File: src/rtl/cmos_pkg.sv
// Shared types and constants for the CMOS camera-stream stages.
// Provides the frame FSM state enum, stream widths and the adaptive threshold helper.
package cmos_pkg;

    localparam int PIX_W          = 8;
    localparam int X_W            = 11;
    localparam int Y_W            = 10;
    localparam int THRESH_NUM_DEF = 192;
    localparam int MIN_THRESH_DEF = 16;

    typedef enum logic [1:0] {
        IDLE   = 2'd0,
        SYNC   = 2'd1,
        ACTIVE = 2'd2,
        DONE   = 2'd3
    } state_t;

    // Scales the frame peak by num/256 and clamps the result to a floor.
    function automatic logic [PIX_W-1:0] calcThresh(input logic [PIX_W-1:0] maxVal,
                                                    input logic [15:0]      num,
                                                    input logic [PIX_W-1:0] minVal);
        logic [15:0] t;
        t = ({8'd0, maxVal} * num) >> 8;
        return (t < {8'd0, minVal}) ? minVal : t[PIX_W-1:0];
    endfunction

endpackage

File: src/rtl/sync_edge_det.sv
// Registered rise/fall detector for camera sync strobes (vsync, href).
// o_dly is the one-cycle registered copy; edges compare the live input against it.
module sync_edge_det #(
    parameter int W = 1
) (
    input  logic         clk,
    input  logic         rst_n,
    input  logic [W-1:0] i_sig,
    output logic [W-1:0] o_dly,
    output logic [W-1:0] o_rise,
    output logic [W-1:0] o_fall
);

    logic [W-1:0] r_dly;

    always_ff @(posedge clk or negedge rst_n) begin
        if (!rst_n) begin
            r_dly <= '0;
        end else begin
            r_dly <= i_sig;
        end
    end

    assign o_dly  = r_dly;
    assign o_rise = i_sig & ~r_dly;
    assign o_fall = ~i_sig & r_dly;

endmodule

File: src/rtl/frame_thresh_binarize.sv
// Adaptive-threshold binarizer with per-frame bright-pixel count (2-cycle pipeline).
// Optional macro BBOX_EN adds a per-frame bounding box of bright pixels.
module frame_thresh_binarize
    import cmos_pkg::*;
#(
    parameter int THRESH_NUM = THRESH_NUM_DEF,
    parameter int MIN_THRESH = MIN_THRESH_DEF,
    parameter int CNT_W      = 20
) (
    input  logic             clk,
    input  logic             rst_n,
    input  logic [PIX_W-1:0] indata,
    input  logic             cmos_frame_href,
    input  logic             cmos_frame_vsync,
    input  logic [PIX_W-1:0] max_data,
    output logic             bin_data,
    output logic             bin_href,
    output logic             bin_vsync,
    output logic [PIX_W-1:0] thresh,
    output logic [CNT_W-1:0] bright_cnt,
`ifdef BBOX_EN
    output logic [X_W-1:0]   bbox_xmin,
    output logic [X_W-1:0]   bbox_xmax,
    output logic [Y_W-1:0]   bbox_ymin,
    output logic [Y_W-1:0]   bbox_ymax,
`endif
    output logic             frame_done
);

    localparam logic [CNT_W-1:0] CNT_MAX = '1;

    logic [1:0]       w_syncDly;
    logic [1:0]       w_syncRise;
    logic [1:0]       w_syncFall;
    logic             w_vsRise;
    logic             w_vsFall;
    logic             w_hrefD1;
    logic             w_vsD1;

    state_t           r_state;
    logic [PIX_W-1:0] r_pixD1;
    logic             r_binData;
    logic             r_binHref;
    logic             r_binVsync;
    logic [PIX_W-1:0] r_thresh;
    logic [CNT_W-1:0] r_cnt;
    logic [CNT_W-1:0] r_brightCnt;
    logic             r_frameDone;

    // Bit 1 is vsync, bit 0 is href; the delayed copies double as stage-1 sync registers.
    sync_edge_det #(.W(2)) u_syncEdge (
        .clk    (clk),
        .rst_n  (rst_n),
        .i_sig  ({cmos_frame_vsync, cmos_frame_href}),
        .o_dly  (w_syncDly),
        .o_rise (w_syncRise),
        .o_fall (w_syncFall)
    );

    assign w_vsRise = w_syncRise[1];
    assign w_vsFall = w_syncFall[1];
    assign w_vsD1   = w_syncDly[1];
    assign w_hrefD1 = w_syncDly[0];

    always_ff @(posedge clk or negedge rst_n) begin
        if (!rst_n) begin
            r_pixD1    <= '0;
            r_binData  <= 1'b0;
            r_binHref  <= 1'b0;
            r_binVsync <= 1'b0;
        end else begin
            r_pixD1    <= indata;
            r_binData  <= w_hrefD1 && (r_pixD1 >= r_thresh) && (r_state != IDLE);
            r_binHref  <= w_hrefD1 && (r_state != IDLE);
            r_binVsync <= w_vsD1;
        end
    end

    // Frame FSM; threshold latches on every vsync rise, count publishes in DONE.
    always_ff @(posedge clk or negedge rst_n) begin
        if (!rst_n) begin
            r_state     <= IDLE;
            r_thresh    <= PIX_W'(MIN_THRESH);
            r_cnt       <= '0;
            r_brightCnt <= '0;
            r_frameDone <= 1'b0;
        end else begin
            r_frameDone <= 1'b0;
            if (w_vsRise) begin
                r_thresh <= calcThresh(max_data, 16'(THRESH_NUM), PIX_W'(MIN_THRESH));
            end
            case (r_state)
                IDLE: begin
                    if (w_vsRise) r_state <= SYNC;
                end
                SYNC: begin
                    if (w_vsFall) r_state <= ACTIVE;
                end
                ACTIVE: begin
                    if (r_binData && (r_cnt != CNT_MAX)) r_cnt <= r_cnt + 1'b1;
                    if (w_vsRise) r_state <= DONE;
                end
                DONE: begin
                    r_brightCnt <= r_cnt;
                    r_frameDone <= 1'b1;
                    r_cnt       <= '0;
                    r_state     <= w_vsFall ? ACTIVE : SYNC;
                end
                default: r_state <= IDLE;
            endcase
        end
    end

    assign bin_data   = r_binData;
    assign bin_href   = r_binHref;
    assign bin_vsync  = r_binVsync;
    assign thresh     = r_thresh;
    assign bright_cnt = r_brightCnt;
    assign frame_done = r_frameDone;

`ifdef BBOX_EN
    logic           w_hrefFall;
    logic           w_unused;
    logic [X_W-1:0] r_x;
    logic [Y_W-1:0] r_y;
    logic [X_W-1:0] r_xD1;
    logic [Y_W-1:0] r_yD1;
    logic [X_W-1:0] r_xD2;
    logic [Y_W-1:0] r_yD2;
    logic [X_W-1:0] r_runXmin;
    logic [X_W-1:0] r_runXmax;
    logic [Y_W-1:0] r_runYmin;
    logic [Y_W-1:0] r_runYmax;
    logic [X_W-1:0] r_xmin;
    logic [X_W-1:0] r_xmax;
    logic [Y_W-1:0] r_ymin;
    logic [Y_W-1:0] r_ymax;

    assign w_hrefFall = w_syncFall[0];
    assign w_unused   = w_syncRise[0];

    // Coordinates travel alongside the pixel so stage 2 sees the coordinate of its own pixel.
    always_ff @(posedge clk or negedge rst_n) begin
        if (!rst_n) begin
            r_x   <= '0;
            r_y   <= '0;
            r_xD1 <= '0;
            r_yD1 <= '0;
            r_xD2 <= '0;
            r_yD2 <= '0;
        end else begin
            if (w_hrefFall) r_x <= '0;
            else if (cmos_frame_href) r_x <= r_x + 1'b1;
            if (w_vsRise) r_y <= '0;
            else if (w_hrefFall) r_y <= r_y + 1'b1;
            r_xD1 <= r_x;
            r_yD1 <= r_y;
            r_xD2 <= r_xD1;
            r_yD2 <= r_yD1;
        end
    end

    always_ff @(posedge clk or negedge rst_n) begin
        if (!rst_n) begin
            r_runXmin <= '1;
            r_runXmax <= '0;
            r_runYmin <= '1;
            r_runYmax <= '0;
            r_xmin    <= '0;
            r_xmax    <= '0;
            r_ymin    <= '0;
            r_ymax    <= '0;
        end else if (r_state == DONE) begin
            r_xmin    <= r_runXmin;
            r_xmax    <= r_runXmax;
            r_ymin    <= r_runYmin;
            r_ymax    <= r_runYmax;
            r_runXmin <= '1;
            r_runXmax <= '0;
            r_runYmin <= '1;
            r_runYmax <= '0;
        end else if ((r_state == ACTIVE) && r_binData) begin
            if (r_xD2 < r_runXmin) r_runXmin <= r_xD2;
            if (r_xD2 > r_runXmax) r_runXmax <= r_xD2;
            if (r_yD2 < r_runYmin) r_runYmin <= r_yD2;
            if (r_yD2 > r_runYmax) r_runYmax <= r_yD2;
        end
    end

    assign bbox_xmin = r_xmin;
    assign bbox_xmax = r_xmax;
    assign bbox_ymin = r_ymin;
    assign bbox_ymax = r_ymax;
`else
    logic w_unused;
    assign w_unused = ^{w_syncRise[0], w_syncFall[0]};
`endif

endmodule

File: config.mk
export PLATFORM = sky130hd
export DESIGN_NAME = frame_thresh_binarize
export DESIGN_NICKNAME = d
export VERILOG_FILES = /design/src/rtl/cmos_pkg.sv /design/src/rtl/sync_edge_det.sv /design/src/rtl/frame_thresh_binarize.sv
export SDC_FILE = /design/constraint.sdc
export NUM_CORES = 1
export LEC_CHECK = 0
export BUFFER_PORTS_ARGS = -buffer_cell sky130_fd_sc_hd__buf_2
export CAP_MARGIN = 40
export CORE_ASPECT_RATIO = 1.25
export CORE_MARGIN = 8
export CORE_UTILIZATION = 45
export CTS_BUF_LIST = sky130_fd_sc_hd__clkbuf_8
export DETAILED_ROUTE_END_ITERATION = 8
export PLACE_DENSITY = 0.74
export SLEW_MARGIN = 20
export SYNTH_ARGS = -nofsm -noshare
export SYNTH_HDL_FRONTEND = slang
export SYNTH_HIERARCHICAL = 1
export SYNTH_SLANG_ARGS = --single-unit
File: constraint.sdc
create_clock -name clk -period 2 [get_ports clk]
set_input_delay 0.2 -clock clk [delete_from_list [all_inputs] [get_ports clk]]
set_output_delay 0.2 -clock clk [all_outputs]
set_load 0.005 [all_outputs]
==> impl_summary.txt <==
----------------------------------------------------
[Finish]
  Fin nets ... 448
  Final core utilization ... 0.576
  Multi-input gate area ... between 0.001 and 0.0015 mm2
  Fraction of final layout cells with drive strength greater than 1 ... 0.239
  Area overhead of the layout relative to synthesis ... 25.2%
  Register area ... 0.00160 mm2
  Diode count ... 0
  Total of fill cells in the finished design ... roughly 600

[Pwr]
  Leakage power of the design ... 2.05 nW
  Total design power ... 3.05 mW
  Fraction of power consumed by the clock network ... 0.372
  Sw power ... between 700 and 800 uW
  Switching Fraction ... 0.258
  Maximum VDD drop ... 0.338 mV
  Sequential share of power ... 0.468
  Power density over cell area ... 763 mW/mm2
  Part of the power in combinational logic ... 0.161
  Internal Pwr Total ... approximately 2.3 mW

[Place]
  Worst slack after detailed placement ... -0.259 ns
  Detailed-placement wirelength estimate ... 5340 um
  RD Place Congestion ... 0.835
  Number of input and output port buffers inserted ... 51

[Synthesis]
  Post-Syn Nets ... about 370
  Cell area after synthesis ... 0.00319 mm2
  Post-synthesis cell count ... 328
  Yosys synthesis warning count ... 6
  Syn Area/Cell ... 9.73 um2

[Global route]
  GRT overflow ... 0
  Vias in the first global route ... 2803
  Maximum number of pins on one net before global-route repair ... 35
  Initial antenna violation count ... 0
  First-pass GRT wire length ... 12400 um
  Tot GR Track Use ... 0.154

[Floorplan]
  Count of boundary I/O pins ... 52
  Die span in x ... between 90 and 100 um
  Total number of placement rows ... 34
  Die area ... 0.0101 mm2
  Starting utilization of the core area ... 0.460
  Vertical die dimension ... 110 um
  Placeable core region ... 0.00693 mm2

[Timing]
  Final worst path period need ... 1.92 ns
  Slew margin rel. ... 0.518
  Final slew viol count ... 0
  Actual transition at the worst max-transition pin ... 0.714 ns
  Largest clock skew in the final design ... just over 0.008 ns
  Setup total negative slack ... 0 ns
  Min Hold Slack ... 0.258 ns
  Setup-failing EPs final ... 0
  Period utilisation layout ... 0.960
  Timing-limited maximum frequency ... 521 MHz
  Setup slack of the critical path after layout ... 0.0808 ns
  Hold violation total from the final report ... 0

[CTS]
  H-tree levels ... 3
  Worst-skew pair later-pin latency ... 0.34 ns
  Deepest clock path buffer count ... 2
  Number of clock buffers inserted by TritonCTS ... 9
  Sinks on the clock net ... 64
  # Post-CTS Setup Buffers ... 0
  CTS tree ... done
  Clock transition at the registers of the reported paths ... 0.07 ns
  CTS Root Cell ... sky130_fd_sc_hd__clkbuf_8

[Route]
  Post-detailed-route count of antenna-violating nets ... 0
  Detailed Route Iter0 Violations ... ~140
  Average wire length per cell after detail routing ... between 10 and 15 um
  Detailed-route via count ... between 2k and 3k
  Remaining design rule violation count ... 0
  Routed via count divided by cell count ... ~5.3
  1st-pass router iterations ... 5
  Final routed wirelength across all metal layers ... 7340 um

[Critical path]
  Slowest cell on crit path ... sky130_fd_sc_hd__or4b_1
  Largest driver fanout on the critical path ... 5
  Cell family contributing the most delay on the critical path ... compound AO/OA/AOI/OAI gates
  Total buffers and inverters traversed by the critical path ... 1
  Origin of the worst setup path ... max_data[2]
  Setup crit start kind ... input pin
  Cell Chain, Critical Path ... buf_2 -> ha_1 -> a21oi_1 -> a211oi_1 -> or4b_1 -> a221oi_4 -> a2bb2oi_1
  Worst r2r src ... r_cnt[4]$_DFFE_PN0P_
  Critical path arrival ... 2.18 ns
  Critical path endpoint category ... flip-flop
  Delay contributed by the slowest stage of the critical path ... 0.56 ns
  Data required time at the worst endpoint ... 2.26 ns
  Crit path kind ... input pin to flip-flop

[Hold path]
  Hold Path Class ... input pin to asynchronous set/reset pin

[Run]
  Count of max-cap constraint violations ... 0

[Status]
  Outcome ... finished, final reports clean

----------------------------------------------------
flip-flops by register name, summed over array words and instances, names as in the netlist:
| signal | count |
|---|---|
| bin_vsync | 1 |
| bin_data | 1 |
| frame_done | 1 |
| thresh | 8 |
| u_syncEdge/o_dly | 2 |
| r_pixD1 | 8 |
| r_state | 2 |
| bright_cnt | 20 |
| r_cnt | 20 |
| bin_href | 1 |
what timing repair did:
item | in CTS | in global routing
endpoints found under the hold margin | 20 | 0
gates resized for setup | 0 | 4
setup endpoints to repair | 0 | 6
hold buffers | 11 | 0
cell usage in the layout (no fill, tap or decap), types with 5 or more instances in the layout:
master / n
sky130_fd_sc_hd__dlygate4sd3_1: 11
sky130_fd_sc_hd__or4_1: 6
sky130_fd_sc_hd__inv_1: 17
sky130_fd_sc_hd__buf_2: 51
sky130_fd_sc_hd__nor3_1: 6
sky130_fd_sc_hd__xnor2_1: 7
sky130_fd_sc_hd__nand4_1: 8
sky130_fd_sc_hd__a211oi_1: 5
sky130_fd_sc_hd__nor2_1: 18
sky130_fd_sc_hd__dfrtp_1: 62
sky130_fd_sc_hd__ha_1: 17
sky130_fd_sc_hd__a21oi_1: 17
sky130_fd_sc_hd__nand2_1: 69
sky130_fd_sc_hd__buf_4: 21
sky130_fd_sc_hd__nand3_1: 6
sky130_fd_sc_hd__o21ai_0: 10
sky130_fd_sc_hd__clkbuf_8: 12
power groups by stage:
stage	logic, mW	registers (mW)	clock network [mW]
final	0.490	1.43	1.13
after global routing	0.558	1.44	1.21
after CTS	0.492	1.43	1.16
after detailed placement	0.473	1.45	0
after global placement	0.456	1.45	0
after floorplan	0.249	1.45	0
through the flow:
stage	std cells	area, um2
after global placement	478	3660
after detailed placement	478	3660
after global routing	504	4000
after floorplan	328	3190
after CTS	504	3980
final	504	4000
cell type report:
type / instances / area share
sequential: 64 / 0.402
multi-input combinational: 234 / 0.367
timing repair buffer: 84 / 0.136
clock buffer: 12 / 0.0413
tap: 90 / 0.0282
inverter: 17 / 0.0160
clock inverter: 3 / 0.0103
metal layers:
metal / GRT usage / vias up / routed length, um
met1: 0.156 / 1293 / 2970
met3: 0.0535 / 11 / 386
li1: - / 1322 / -
met5: 0 / - / 0
met4: 0.0680 / 0 / 117
met2: 0.284 / 60 / 3860
path summary, 6_finish.rpt:
kind | endpoint | slack [ns] | depth (start not counted)
setup / recovery | thresh[4]$_DFFE_PN1P_ | 0.08 | 7
min in group clk | thresh[7]$_DFFE_PN0P_ | 0.37 | 4
setup reg to reg | r_cnt[11]$_DFFE_PN0P_ | 0.11 | 5
max in group asynchronous | thresh[4]$_DFFE_PN1P_ | 1.13 | 3
hold reg to reg | bin_vsync$_DFF_PN0_ | 0.40 | 0
hold / removal | bright_cnt[16]$_DFFE_PN0P_ | 0.26 | 2
(Power assumes the default switching activity.)
